<file path="src/rtl/harness_stream_controller_pkg.sv">
// Shared definitions for the test-harness stream controller: byte width and FSM state encodings.
package harness_stream_controller_pkg;

    localparam int unsigned BYTE_WIDTH = 8;
    localparam int unsigned LAT_WIDTH  = 8;

    typedef logic [1:0] state_t;

    localparam state_t ST_IDLE  = 2'd0;
    localparam state_t ST_ISSUE = 2'd1;
    localparam state_t ST_WAIT  = 2'd2;
    localparam state_t ST_SEND  = 2'd3;

endpackage

</file>
<file path="src/rtl/harness_hold_register.sv">
// One-entry valid/ready buffer holding the next received byte until the controller issues it.
module harness_hold_register
    import harness_stream_controller_pkg::*;
(
    input  logic                  clock,
    input  logic                  reset,
    input  logic [BYTE_WIDTH-1:0] in_data,
    input  logic                  in_valid,
    output logic                  in_ready,
    input  logic                  pop,
    output logic [BYTE_WIDTH-1:0] out_data,
    output logic                  out_full
);

    logic                  full_q, full_d;
    logic [BYTE_WIDTH-1:0] data_q, data_d;

    // Load and pop are mutually exclusive: load needs empty, pop is only issued while full.
    always_comb begin
        full_d = full_q;
        data_d = data_q;
        if (in_valid && !full_q) begin
            full_d = 1'b1;
            data_d = in_data;
        end else if (pop) begin
            full_d = 1'b0;
        end
    end

    always_ff @(posedge clock or negedge reset) begin
        if (!reset) begin
            full_q <= 1'b0;
            data_q <= '0;
        end else begin
            full_q <= full_d;
            data_q <= data_d;
        end
    end

    assign in_ready = !full_q;
    assign out_data = data_q;
    assign out_full = full_q;

endmodule

</file>
<file path="src/rtl/harness_stream_controller.sv">
// Sequences one byte at a time from UART rx through replicate/processor to UART tx,
// guaranteeing exactly one transmitted byte per received byte.
module harness_stream_controller
    import harness_stream_controller_pkg::*;
#(
    parameter int unsigned PROCESSOR_LATENCY = 4,
    parameter int unsigned COUNT_WIDTH       = 16
) (
    input  logic                   clock,
    input  logic                   reset,
    input  logic [BYTE_WIDTH-1:0]  rx_data,
    input  logic                   rx_valid,
    output logic                   rx_ready,
    output logic [BYTE_WIDTH-1:0]  rep_data,
    output logic                   rep_valid,
    input  logic                   rep_ready,
    output logic                   proc_enable,
    input  logic [BYTE_WIDTH-1:0]  result_data,
    output logic [BYTE_WIDTH-1:0]  tx_data,
    output logic                   tx_valid,
    input  logic                   tx_ready,
    output logic [COUNT_WIDTH-1:0] processed_count
);

    state_t                 state_q, state_d;
    logic [LAT_WIDTH-1:0]   lat_cnt_q, lat_cnt_d;
    logic [BYTE_WIDTH-1:0]  tx_data_q, tx_data_d;
    logic                   tx_valid_q, tx_valid_d;
    logic [COUNT_WIDTH-1:0] count_q, count_d;

    logic                   hold_full;
    logic [BYTE_WIDTH-1:0]  hold_data;
    logic                   hold_pop;
    logic                   lat_done;
    logic                   tx_fire;

    harness_hold_register u_hold (
        .clock    (clock),
        .reset    (reset),
        .in_data  (rx_data),
        .in_valid (rx_valid),
        .in_ready (rx_ready),
        .pop      (hold_pop),
        .out_data (hold_data),
        .out_full (hold_full)
    );

    assign lat_done = (lat_cnt_q <= LAT_WIDTH'(1));
    assign tx_fire  = tx_valid_q && tx_ready;

    always_ff @(posedge clock or negedge reset) begin
        if (!reset) begin
            state_q <= ST_IDLE;
        end else begin
            state_q <= state_d;
        end
    end

    always_comb begin
        state_d = state_q;
        case (state_q)
            ST_IDLE:  if (hold_full) state_d = ST_ISSUE;
            ST_ISSUE: if (proc_enable) state_d = ST_WAIT;
            ST_WAIT:  if (lat_done) state_d = ST_SEND;
            ST_SEND:  if (tx_fire) state_d = hold_full ? ST_ISSUE : ST_IDLE;
            default:  state_d = ST_IDLE;
        endcase
    end

    // Enable rides the replicate handshake so the processor advances exactly once per byte.
    always_comb begin
        rep_valid   = (state_q == ST_ISSUE);
        rep_data    = hold_data;
        proc_enable = rep_valid && rep_ready;
        hold_pop    = proc_enable;
        lat_cnt_d   = lat_cnt_q;
        tx_data_d   = tx_data_q;
        tx_valid_d  = tx_valid_q;
        count_d     = count_q;
        case (state_q)
            ST_ISSUE: begin
                if (proc_enable) lat_cnt_d = LAT_WIDTH'(PROCESSOR_LATENCY);
            end
            ST_WAIT: begin
                if (lat_done) begin
                    lat_cnt_d  = '0;
                    tx_data_d  = result_data;
                    tx_valid_d = 1'b1;
                end else begin
                    lat_cnt_d = lat_cnt_q - LAT_WIDTH'(1);
                end
            end
            ST_SEND: begin
                if (tx_fire) begin
                    tx_valid_d = 1'b0;
                    count_d    = count_q + COUNT_WIDTH'(1);
                end
            end
            default: ;
        endcase
    end

    always_ff @(posedge clock or negedge reset) begin
        if (!reset) begin
            lat_cnt_q  <= '0;
            tx_data_q  <= '0;
            tx_valid_q <= 1'b0;
            count_q    <= '0;
        end else begin
            lat_cnt_q  <= lat_cnt_d;
            tx_data_q  <= tx_data_d;
            tx_valid_q <= tx_valid_d;
            count_q    <= count_d;
        end
    end

    assign tx_data         = tx_data_q;
    assign tx_valid        = tx_valid_q;
    assign processed_count = count_q;

endmodule

</file>
<file path="config.mk">
export PLATFORM = sky130hd
export DESIGN_NAME = harness_stream_controller
export DESIGN_NICKNAME = d
export VERILOG_FILES = /design/src/rtl/harness_stream_controller_pkg.sv /design/src/rtl/harness_hold_register.sv /design/src/rtl/harness_stream_controller.sv
export SDC_FILE = /design/constraint.sdc
export NUM_CORES = 1
export LEC_CHECK = 0
export ABC_CLOCK_PERIOD_IN_PS = 2950
export CAP_MARGIN = 15
export CORE_MARGIN = 2
export CORE_UTILIZATION = 48
export CTS_BUF_LIST = sky130_fd_sc_hd__clkbuf_16
export DETAILED_ROUTE_END_ITERATION = 12
export PLACE_DENSITY = 0.8
export SYNTH_ARGS = -nofsm -noshare
export SYNTH_HDL_FRONTEND = slang
export SYNTH_SLANG_ARGS = --single-unit
</file>
<file path="constraint.sdc">
create_clock -name clock -period 2.95 [get_ports clock]
set_clock_uncertainty 0.2 [all_clocks]
set_input_delay 0.295 -clock clock [delete_from_list [all_inputs] [get_ports clock]]
set_output_delay 0.295 -clock clock [all_outputs]
set_load 0.02 [all_outputs]
</file>
**Word level (Yosys, flattened, before mapping)**

Index checks and enable logic that the tools add are counted.

- Equal/unequal tests: 7
- Bitwise operators: 0
- Multipliers: 0
- Shift-type cells: 0
- $add $sub $neg: 2
- Reductions and logical operators: 13
- Muxes and demuxes: 14
- Magnitude comparators: 1
- Divide/modulo/power cells: 0

Operators with widths:

| operator | count |
|---|---|
| $add 16x1->16 const B | 1 |
| $mux 8 | 2 |
| $pmux 8 s2 | 1 |
| $le 8x1->1 const B | 1 |
| $mux 2 | 4 |
| $pmux 2 s4 | 1 |
| $sub 8x1->8 const B | 1 |
| $reduce_and 2->1 | 3 |
| $reduce_bool 2->1 | 3 |
| $mux 1 | 5 |
| $eq 2x2->1 const B | 2 |
| $ne 2x1->1 const B | 2 |
| $ne 2x2->1 const B | 2 |
| $reduce_and 4->1 | 1 |
| $logic_and 1x1->1 | 3 |
| $reduce_and 3->1 | 1 |
| $eq 2x1->1 const B | 1 |
| $logic_not 2->1 | 1 |
| $pmux 1 s2 | 1 |
| $logic_not 1->1 | 1 |

- Memories kept: 0
- Register bits: 44
- RAM bits: 0
- Output and inout bits: 36
- Bits in latches: 0
- ROM bits: 0
- Logic and storage cells: 44

**Longest topological paths before layout**

Gate-level depths: netlist (run 1).

- Depth in word-level cells: 4
- Mapped depth: 7

**Modules after synthesis**

Synthesis (run 1) repeated with hierarchy kept, for this count alone.

- Cells, all modules: 178
- Area, all modules: 2118.3 µm²

Modules (own cells, without submodules):

| module | area an instance (µm²) | cells each | instances |
|---|---|---|---|
| harness_stream_controller | 1744.2 | 157 | 1 |
| harness_hold_register | 374.1 | 21 | 1 |

**Worst setup path before layout (run 1)**

Ideal clock, no wire load.

- Kind: register to register
- Start point: register lat_cnt_q[4]
- End point: register tx_data_q[0], in the netlist tx_data[0]
- Setup slack: 0.801 ns
- Stages on the path, launching flop included: 6
- Library setup time: 0.125 ns
- Arrival: 1.824 ns
- Required time: 2.625 ns
- Path through: dfrtp_1 -> or3_1 -> buf_2 -> or4b_4 -> buf_6 -> mux2_4

- Longest elaborated chain between the ends: 2

RTL lines:

| element | line | RTL |
|---|---|---|
| start, declared | harness_stream_controller.sv:26 | `logic [LAT_WIDTH-1:0] lat_cnt_q, lat_cnt_d;` |
| start signal, assigned | harness_stream_controller.sv:110 | `lat_cnt_q <= lat_cnt_d;` |
| $le 8x1->1 | harness_stream_controller.sv:48 | `assign lat_done = (lat_cnt_q <= LAT_WIDTH'(1));` |
| $reduce_and 2->1 (no source line) | n/a |  |
| end signal, assigned | harness_stream_controller.sv:111 | `tx_data_q <= tx_data_d;` |
| end, declared | harness_stream_controller.sv:27 | `logic [BYTE_WIDTH-1:0] tx_data_q, tx_data_d;` |

No other way between the ends.
A chain may end at the register's enable or synchronous reset.

**Final worst setup path (run 1)**

- Start point: register state_q[1]
- End point: output port proc_enable

- Longest elaborated chain between the ends: 2

RTL lines:

| element | line | RTL |
|---|---|---|
| start, declared | harness_stream_controller.sv:25 | `state_t state_q, state_d;` |
| start signal, assigned | harness_stream_controller.sv:55 | `state_q <= state_d;` |
| $eq 2x1->1 | harness_stream_controller.sv:72 | `rep_valid = (state_q == ST_ISSUE);` |
| $logic_and 1x1->1 | harness_stream_controller.sv:74 | `proc_enable = rep_valid && rep_ready;` |
| end, declared | harness_stream_controller.sv:17 | `output logic proc_enable,` |

No other way between the ends.

==> reports/results.tsv, run 1 <==
stage	metric	value	unit
global_routing	grt_use_total	18.9	%
timing	slew_violations	0	
floorplan	num_io_pins	57	
power	switching_share	35.5	%
worst_setup_path	setup.worst_path.end	proc_enable	
clocking	numCtsBuffers	5	
timing	setup_viol_count_final	0	
global_routing	grt_first_pass_wirelength	7.22	mm
finish	syn2layout_area_growth	36.3	%
drt	first_pass_iters	5	
worst_setup_path	critical_path_arrival	1.93	ns
timing	finalHoldViolations	44	
worst_setup_path	r2r_start	lat_cnt_q[4]	
worst_setup_path	crit_fanout	5	
floorplan	rows	23	
drt	ant_nets	0	
drt	routedWlPerCell	14.8	µm
global_routing	grt_pass1_vias	1532	
drt	drc	0	
floorplan	die_x	69.6	µm
worst_setup_path	worstSetupEndpointType	output port	
run	max_cap_violations	0	
floorplan	initial_core_util	50.6	%
timing	tightest_slew	0.951	ns
drt	finalWirelength	4.25	mm
timing	fmax	0.412	GHz
clocking	cts_tree	built	
power	combPwrFrac	44.0	%
power	p_leak	1.25	nW
placement	dpl_worst_slack	0.689	ns
finish	final_cell_area	0.00282	mm²
floorplan	die_area	0.00485	mm²
logic_synthesis	yosysWarnings	0	
worst_setup_path	critical_path.max_stage_delay	0.62	ns
clocking	cts.sinks	44	
finish	drive_gt1_share	13.1	%
logic_synthesis	syn_area_per_cell	11.8	µm²
logic_synthesis	syn_nets	204	
logic_synthesis	ys_types	39	
timing	tns	0	ns
clocking	ctsHoldBuffers	0	
placement	gp_congestion	0.888	
finish	n_antenna_cell	0	
clocking	cts_resized	0	
power	vdd_drop_max	0.559	mV
logic_synthesis	ys.flop_type	dfrtp_1	
timing	setup_slack	0.524	ns
finish	multi_input_area	912	µm²
timing	slew_headroom	36.6	%
global_routing	grt-ovfl-total	0	
placement	io_buffers	56	
worst_setup_path	start_kind	register	
finish	final_util	68.9	%
power	clkPwrFrac	19.7	%
finish	layout.nets	265	
drt	vias_per_cell	5.22	
power	p_sw	0.000932	W
worst_setup_path	reg2regPathDepth	4	
timing	fin_crit	2.43	ns
logic_synthesis	synth_area	0.00207	mm²
worst_setup_path	reg2reg_slack	0.65	ns
worst_setup_path	critPathKind	reg2out	
floorplan	core-area	0.00409	mm²
logic_synthesis	synth-seq-cells	44	
logic_synthesis	synth-edff-count	0	
drt	drt_iter0_markers	97	
placement	dp.final_hpwl	3.08	mm
logic_synthesis	netlist_instances	175	
finish	regArea	0.00110	mm²
clocking	post-cts-setup-buffers	0	
placement	postPlaceCellArea	0.00268	mm²
timing	rsz0062_at_grt	false	
floorplan	die_y	69.6	µm
drt	vias	1498	
clocking	cts.htree.levels	2	
timing	period_share	82.2	%
min_path	min_path_type	in2async	
clocking	insertion_delay	0.28	ns
worst_setup_path	cp_cell_sequence	inv_1, ha_1, and2_1, clkdlybuf4s50_1	
power	intPower	0.00169	W
clocking	clockBufferDepth	2	
run_status	violations	negative hold slack	
global_routing	grt_antenna_before_repair	0	
run_status	status	finished, violations left	
timing	whs	-0.0355	ns
worst_setup_path	worst_path_max_delay_cell	clkdlybuf4s50_1	
clocking	clk_pin_slew	0.06	ns
power	power.density	933	mW/mm²
clocking	clockRootBuffer	clkbuf_16	
worst_setup_path	r2r_end	lat_cnt_q[6]	
power	pwr-share-seq	36.2	%
logic_synthesis	synth-seq-area-share	53.3	%
global_routing	grt_max_degree	45	
worst_setup_path	critPathLaunch	state_q[1]	
worst_setup_path	worstPathRequired	2.46	ns
logic_synthesis	async_flop_share	100	%
finish	fill_cells	294	
## flip-flops by register name, summed over array words and instances (netlist names)
signal and count:
processed_count 16, lat_cnt_q 8, u_hold.out_full 1, tx_data 8, state_q 2, tx_valid 1, u_hold.out_data 8
## synthesized netlist by cell type, types with 3 or more instances
master	number	area share (%)
dfrtp_1	44	53
nand4_1	3	0.91
xor2_1	5	2.1
mux2_2	10	5.4
nor3_1	3	0.73
inv_1	8	1.5
mux2_4	8	5.8
o21ai_0	4	0.97
nand2b_1	3	0.91
ha_1	8	4.8
or3_1	5	1.5
nor4_1	3	0.91
a21oi_1	4	0.97
nand3_1	11	2.7
nand2_1	13	2.4
nor2_1	7	1.3
xnor2_1	11	4.7
## worst min-delay path by stage
stage          slack [ns]  cells past startpoint             endpoint
6_report            -0.04                      1   u_hold.out_data[6]
3_5_place_dp         0.27                      1  processed_count[15]
2_1_floorplan       -0.20                      0         lat_cnt_q[0]
5_1_grt              0.04                      1   u_hold.out_data[6]
4_1_cts             0.004                      1   u_hold.out_data[6]
3_3_place_gp         0.27                      1  processed_count[15]
## power groups by stage
stage	Combinational, W	Sequential, W	Clock (W)
2_1_floorplan	0.000547	0.00109	0
4_1_cts	0.00117	0.000949	0.000536
5_1_grt	0.00125	0.000984	0.000563
6_report	0.00116	0.000952	0.000518
3_5_place_dp	0.00116	0.000953	0
3_3_place_gp	0.00113	0.000944	0
## cell families (layout without fill, tap and decap cells)
logic type	Yosys count	count (layout)	synth area share, %
adder cells (fa/ha/maj)	8	8	4.84
AND/OR/NAND/NOR	56	56	14.3
buffers and inverters	12	74	2.60
multiplexers	18	18	11.3
flip-flops	44	44	53.3
AO/OA/AOI/OAI	21	21	6.96
XOR/XNOR	16	16	6.78
## per-layer routing
layer  track usage, %  vias up  routed length [µm]
met5                0        -                   0
li1                 -      735                   -
met4             10.3        0                  90
met1             24.7      710                1970
met3             3.92        8                 167
met2             29.5       45                2020
## cells in the final DEF (no fill, tap or decap), drive strengths merged
cell type and instances:
clkinv 1, nand3 11, and4 1, o311ai 1
nand4b 1, a31oi 2, a21o 1, nand4 3
buf 3, clkinvlp 1, nand2 13, nand2b 3
or2 1, o2bb2ai 1, a31o 1, clkdlybuf4s50 55
nor2 7, ha 8, clkbuf 5, o21ai 4
xor2 5, o21bai 1, or3 5, nor2b 1
o31ai 1, nor4 3, or4b 1, and3 1
nor3 3, dfrtp 44, and2 2, a222oi 1
a211oi 1, o22ai 1, a32o 1, a21oi 5
mux2 18, xnor2 11, inv 9
## area by class of cell
cell class	instances	share of cell area, %
Inverter	8	1.07
Sequential cell	44	39.1
Clock buffer	5	4.44
Timing Repair Buffer	58	20.3
Multi-Input combinational cell	119	32.4
Clock inverter	3	0.533
Tap cell	50	2.22
## worst max-delay path: cells and delay by family (launching register included)
| family | cells | cell delay, ns |
|---|---|---|
| flops | 1 | 0.42 |
| simple gates | 1 | 0.19 |
| fa+ha+maj | 1 | 0.27 |
| buf+inv | 2 | 0.77 |
## per-stage QoR
step / hold WS (ns) / instances / total power (W)
after floorplan: -0.201 / 175 / 0.00164
after global placement: 0.265 / 279 / 0.00208
after detailed placement: 0.272 / 279 / 0.00212
after CTS: 0.00368 / 287 / 0.00265
after global routing: 0.0416 / 287 / 0.00280
final: -0.0355 / 287 / 0.00263
Power figures use the tool's default switching activity.
==> run 2, diff against run 1 <==
ABC_CLOCK_PERIOD_IN_PS = 2029   (was 2950)
CORE_UTILIZATION = 43   (was 48)
PLACE_DENSITY = 0.76   (was 0.8)
clock period = 2.03 ns   (was 2.95 ns; I/O delays follow)
==> run 2 against run 1 <==
  * The run ends with negative setup slack left
  * Wire length is 7.0% higher
  * Worst hold slack better by 0.31 ns
  * Critical endpoint is now tx_data[2]
  * Combinational power up 77%
  * First-iteration DRC count shrank 60%
  * Highest routed layer unchanged
  * Clock power up 77%
  * Largest cell class unchanged
  * Final cell count rose by 10%
  * Sequential power increased by 42%
==> reports/results.tsv, run 2 (synthesis gave the netlist of run 1 again) <==
stage	metric	value	unit	change
placement	io_buffers	56		unchanged
power	intPower	0.00282	W	was 0.00169 W
finish	layout.nets	291		was 265
timing	setup_viol_count_final	4		was 0
placement	dp.final_hpwl	3.30	mm	was 3.08 mm
worst_setup_path	critical_path_arrival	2.02	ns	was 1.93 ns
clocking	cts.sinks	44		unchanged
drt	drc	0		unchanged
drt	vias	1647		was 1498
power	power.density	1400	mW/mm²	was 933 mW/mm²
timing	fin_crit	2.05	ns	
finish	final_cell_area	0.00309	mm²	was 0.00282 mm²
worst_setup_path	critPathKind	reg2reg		was reg2out
clocking	numCtsBuffers	5		unchanged
finish	drive_gt1_share	25.5	%	was 13.1%
timing	slew_violations	0		unchanged
floorplan	rows	25		was 23
floorplan	die_x	73.3	µm	was 69.6 µm
global_routing	grt_max_degree	45		unchanged
global_routing	grt_use_total	17.8	%	was 18.9%
drt	first_pass_iters	4		was 5
clocking	cts.htree.levels	2		unchanged
worst_setup_path	crit_buf_inv	0		was 2
power	vdd_drop_max	0.882	mV	was 0.559 mV
worst_setup_path	reg2reg_slack	-0.02	ns	was 0.65 ns
power	combPwrFrac	47.4	%	was 44.0%
clocking	clockRootBuffer	clkbuf_16		unchanged
timing	period_share	101	%	
drt	ant_nets	0		unchanged
run_status	violations	negative setup slack		was negative hold slack
worst_setup_path	worstSetupEndpointType	register		was output port
worst_setup_path	critical_path_cell_count	3		was 4
timing	setup_slack	-0.0229	ns	was 0.524 ns
run_status	status	finished, violations left		unchanged
timing	slew_headroom	63.9	%	was 36.6%
drt	drt_iter0_markers	39		was 97
clocking	insertion_delay	0.28	ns	about the same
floorplan	initial_core_util	44.1	%	was 50.6%
global_routing	grt_first_pass_wirelength	7.23	mm	was 7.22 mm
clocking	clockBufferDepth	2		unchanged
worst_setup_path	worstPathRequired	2.00	ns	was 2.46 ns
worst_setup_path	start_kind	register		unchanged
worst_setup_path	crit_fanout	5		unchanged
worst_setup_path	r2r_start	lat_cnt_q[2]		was lat_cnt_q[4]
finish	final_common_cell	clkdlybuf4s50_1		unchanged
clocking	cts_tree	built		unchanged
placement	postPlaceCellArea	0.00285	mm²	was 0.00268 mm²
min_path	hp-start	processed_count[15]		
global_routing	grt-ovfl-total	0		unchanged
power	power	0.00432	W	was 0.00263 W
power	p_leak	1.39	nW	was 1.25 nW
power	pwr-share-seq	31.4	%	was 36.2%
global_routing	grt_antenna_before_repair	0		unchanged
drt	routedWlPerCell	14.4	µm	was 14.8 µm
worst_setup_path	critical_path.max_stage_delay	0.62	ns	about the same
worst_setup_path	reg2regPathDepth	3		was 4
placement	dpl_worst_slack	-0.195	ns	was 0.689 ns
worst_setup_path	cpLargestDelayFamily	simple AND/OR/NAND/NOR gates		was buffers and inverters
floorplan	core-area	0.00469	mm²	was 0.00409 mm²
timing	rsz0062_at_grt	true		was false
min_path	holdPathEnd	processed_count[15]		
worst_setup_path	cp_cell_sequence	or3_4, or4b_4, mux2_4		was inv_1, ha_1, and2_1, clkdlybuf4s50_1
placement	gp_congestion	0.801		was 0.888
finish	layout_common_cells	clkdlybuf4s50_1 (53), dfrtp_1 (44), buf_4 (26)		was clkdlybuf4s50_1 (55), dfrtp_1 (44), nand2_1 (13)
power	p_sw	0.00149	W	was 0.000932 W
worst_setup_path	r2r_end	tx_data[2]		was lat_cnt_q[6]
timing	tightest_slew	0.541	ns	was 0.951 ns
finish	syn2layout_area_growth	49.5	%	was 36.3%
finish	final_util	65.9	%	was 68.9%
global_routing	grt_pass1_vias	1540		was 1532
drt	finalWirelength	4.55	mm	was 4.25 mm
min_path	min_path_type	reg2reg		was in2async
worst_setup_path	worst_path_max_delay_cell	or4b_4		was clkdlybuf4s50_1
floorplan	die_y	73.3	µm	was 69.6 µm
floorplan	die_area	0.00538	mm²	was 0.00485 mm²
drt	vias_per_cell	5.20		was 5.22
timing	fmax	0.487	GHz	
run	max_cap_violations	0		unchanged
timing	finalHoldViolations	0		was 44
finish	fill_cells	369		was 294
min_path	whs_path_depth	1		
power	clkPwrFrac	21.2	%	was 19.7%
finish	n_antenna_cell	0		unchanged
power	switching_share	34.6	%	was 35.5%
clocking	clk_pin_slew	0.06	ns	about the same
finish	largest_reg_flops	16		unchanged
floorplan	num_io_pins	57		unchanged
## run 2: power by group through the flow
stage | clock network [W] | registers, W | logic (W)
floorplan | 0 | 0.00159 | 0.000805
global route | 0.000983 | 0.00138 | 0.00220
detailed placement | 0 | 0.00136 | 0.00195
CTS | 0.000941 | 0.00136 | 0.00200
global placement | 0 | 0.00136 | 0.00190
finish | 0.000916 | 0.00135 | 0.00205
## run 2: per-stage QoR
stage | hold slack [ns] | TNS, ns | std cells
floorplan | -0.293 | -1.03 | 175
global placement | 0.106 | -0.774 | 305
detailed placement | 0.117 | -1.42 | 305
CTS | 0.274 | -0.0275 | 315
global route | 0.289 | -0.273 | 317
finish | 0.270 | -0.0765 | 317
## run 2: repair_timing
item,CTS,global route
hold buffers,1,0
resized for setup,7,6
endpoints found under the setup margin,18,14
endpoints found under the hold margin,44,0
pin swaps,2,5
gates cloned,1,0
setup buffers,0,2
## run 2: area by class of cell
class,count,area (µm²),area share (%)
well taps,54,67.6,2.19
multi-input cells,120,962,31.1
clock buffers,5,125,4.05
clock inverters,3,46.3,1.50
repair buffers,83,758,24.5
flip-flops and latches,44,1100,35.6
inverters,8,30.0,0.972
## run 2: metal layers
| layer | up-vias | share of wire, % | global-route usage [%] | wire [µm] |
|---|---|---|---|---|
| li1 | 799 | - | - | - |
| met4 | 0 | 1.2 | 5.86 | 56 |
| met1 | 792 | 44 | 21.8 | 2000 |
| met5 | - | 0 | 0 | 0 |
| met3 | 6 | 5.3 | 5.21 | 243 |
| met2 | 50 | 49 | 30.0 | 2250 |
## run 2: how the worst max path moves through the flow
stage,start,slack (ns),end
2_1_floorplan,lat_cnt_q[3],-0.11,tx_data[0]
3_3_place_gp,lat_cnt_q[5],-0.13,lat_cnt_q[3]
3_5_place_dp,lat_cnt_q[5],-0.20,lat_cnt_q[6]
4_1_cts,lat_cnt_q[6],-0.008,tx_data[3]
5_1_grt,lat_cnt_q[2],-0.05,tx_data[0]
6_report,lat_cnt_q[2],-0.02,tx_data[2]
==> run 3, diff against run 2 <==
CTS_CLUSTER_DIAMETER = 60   (was unset)
==> results of run 3 <==
Same layout as run 2: the final DEF is identical, and so are final timing and power.
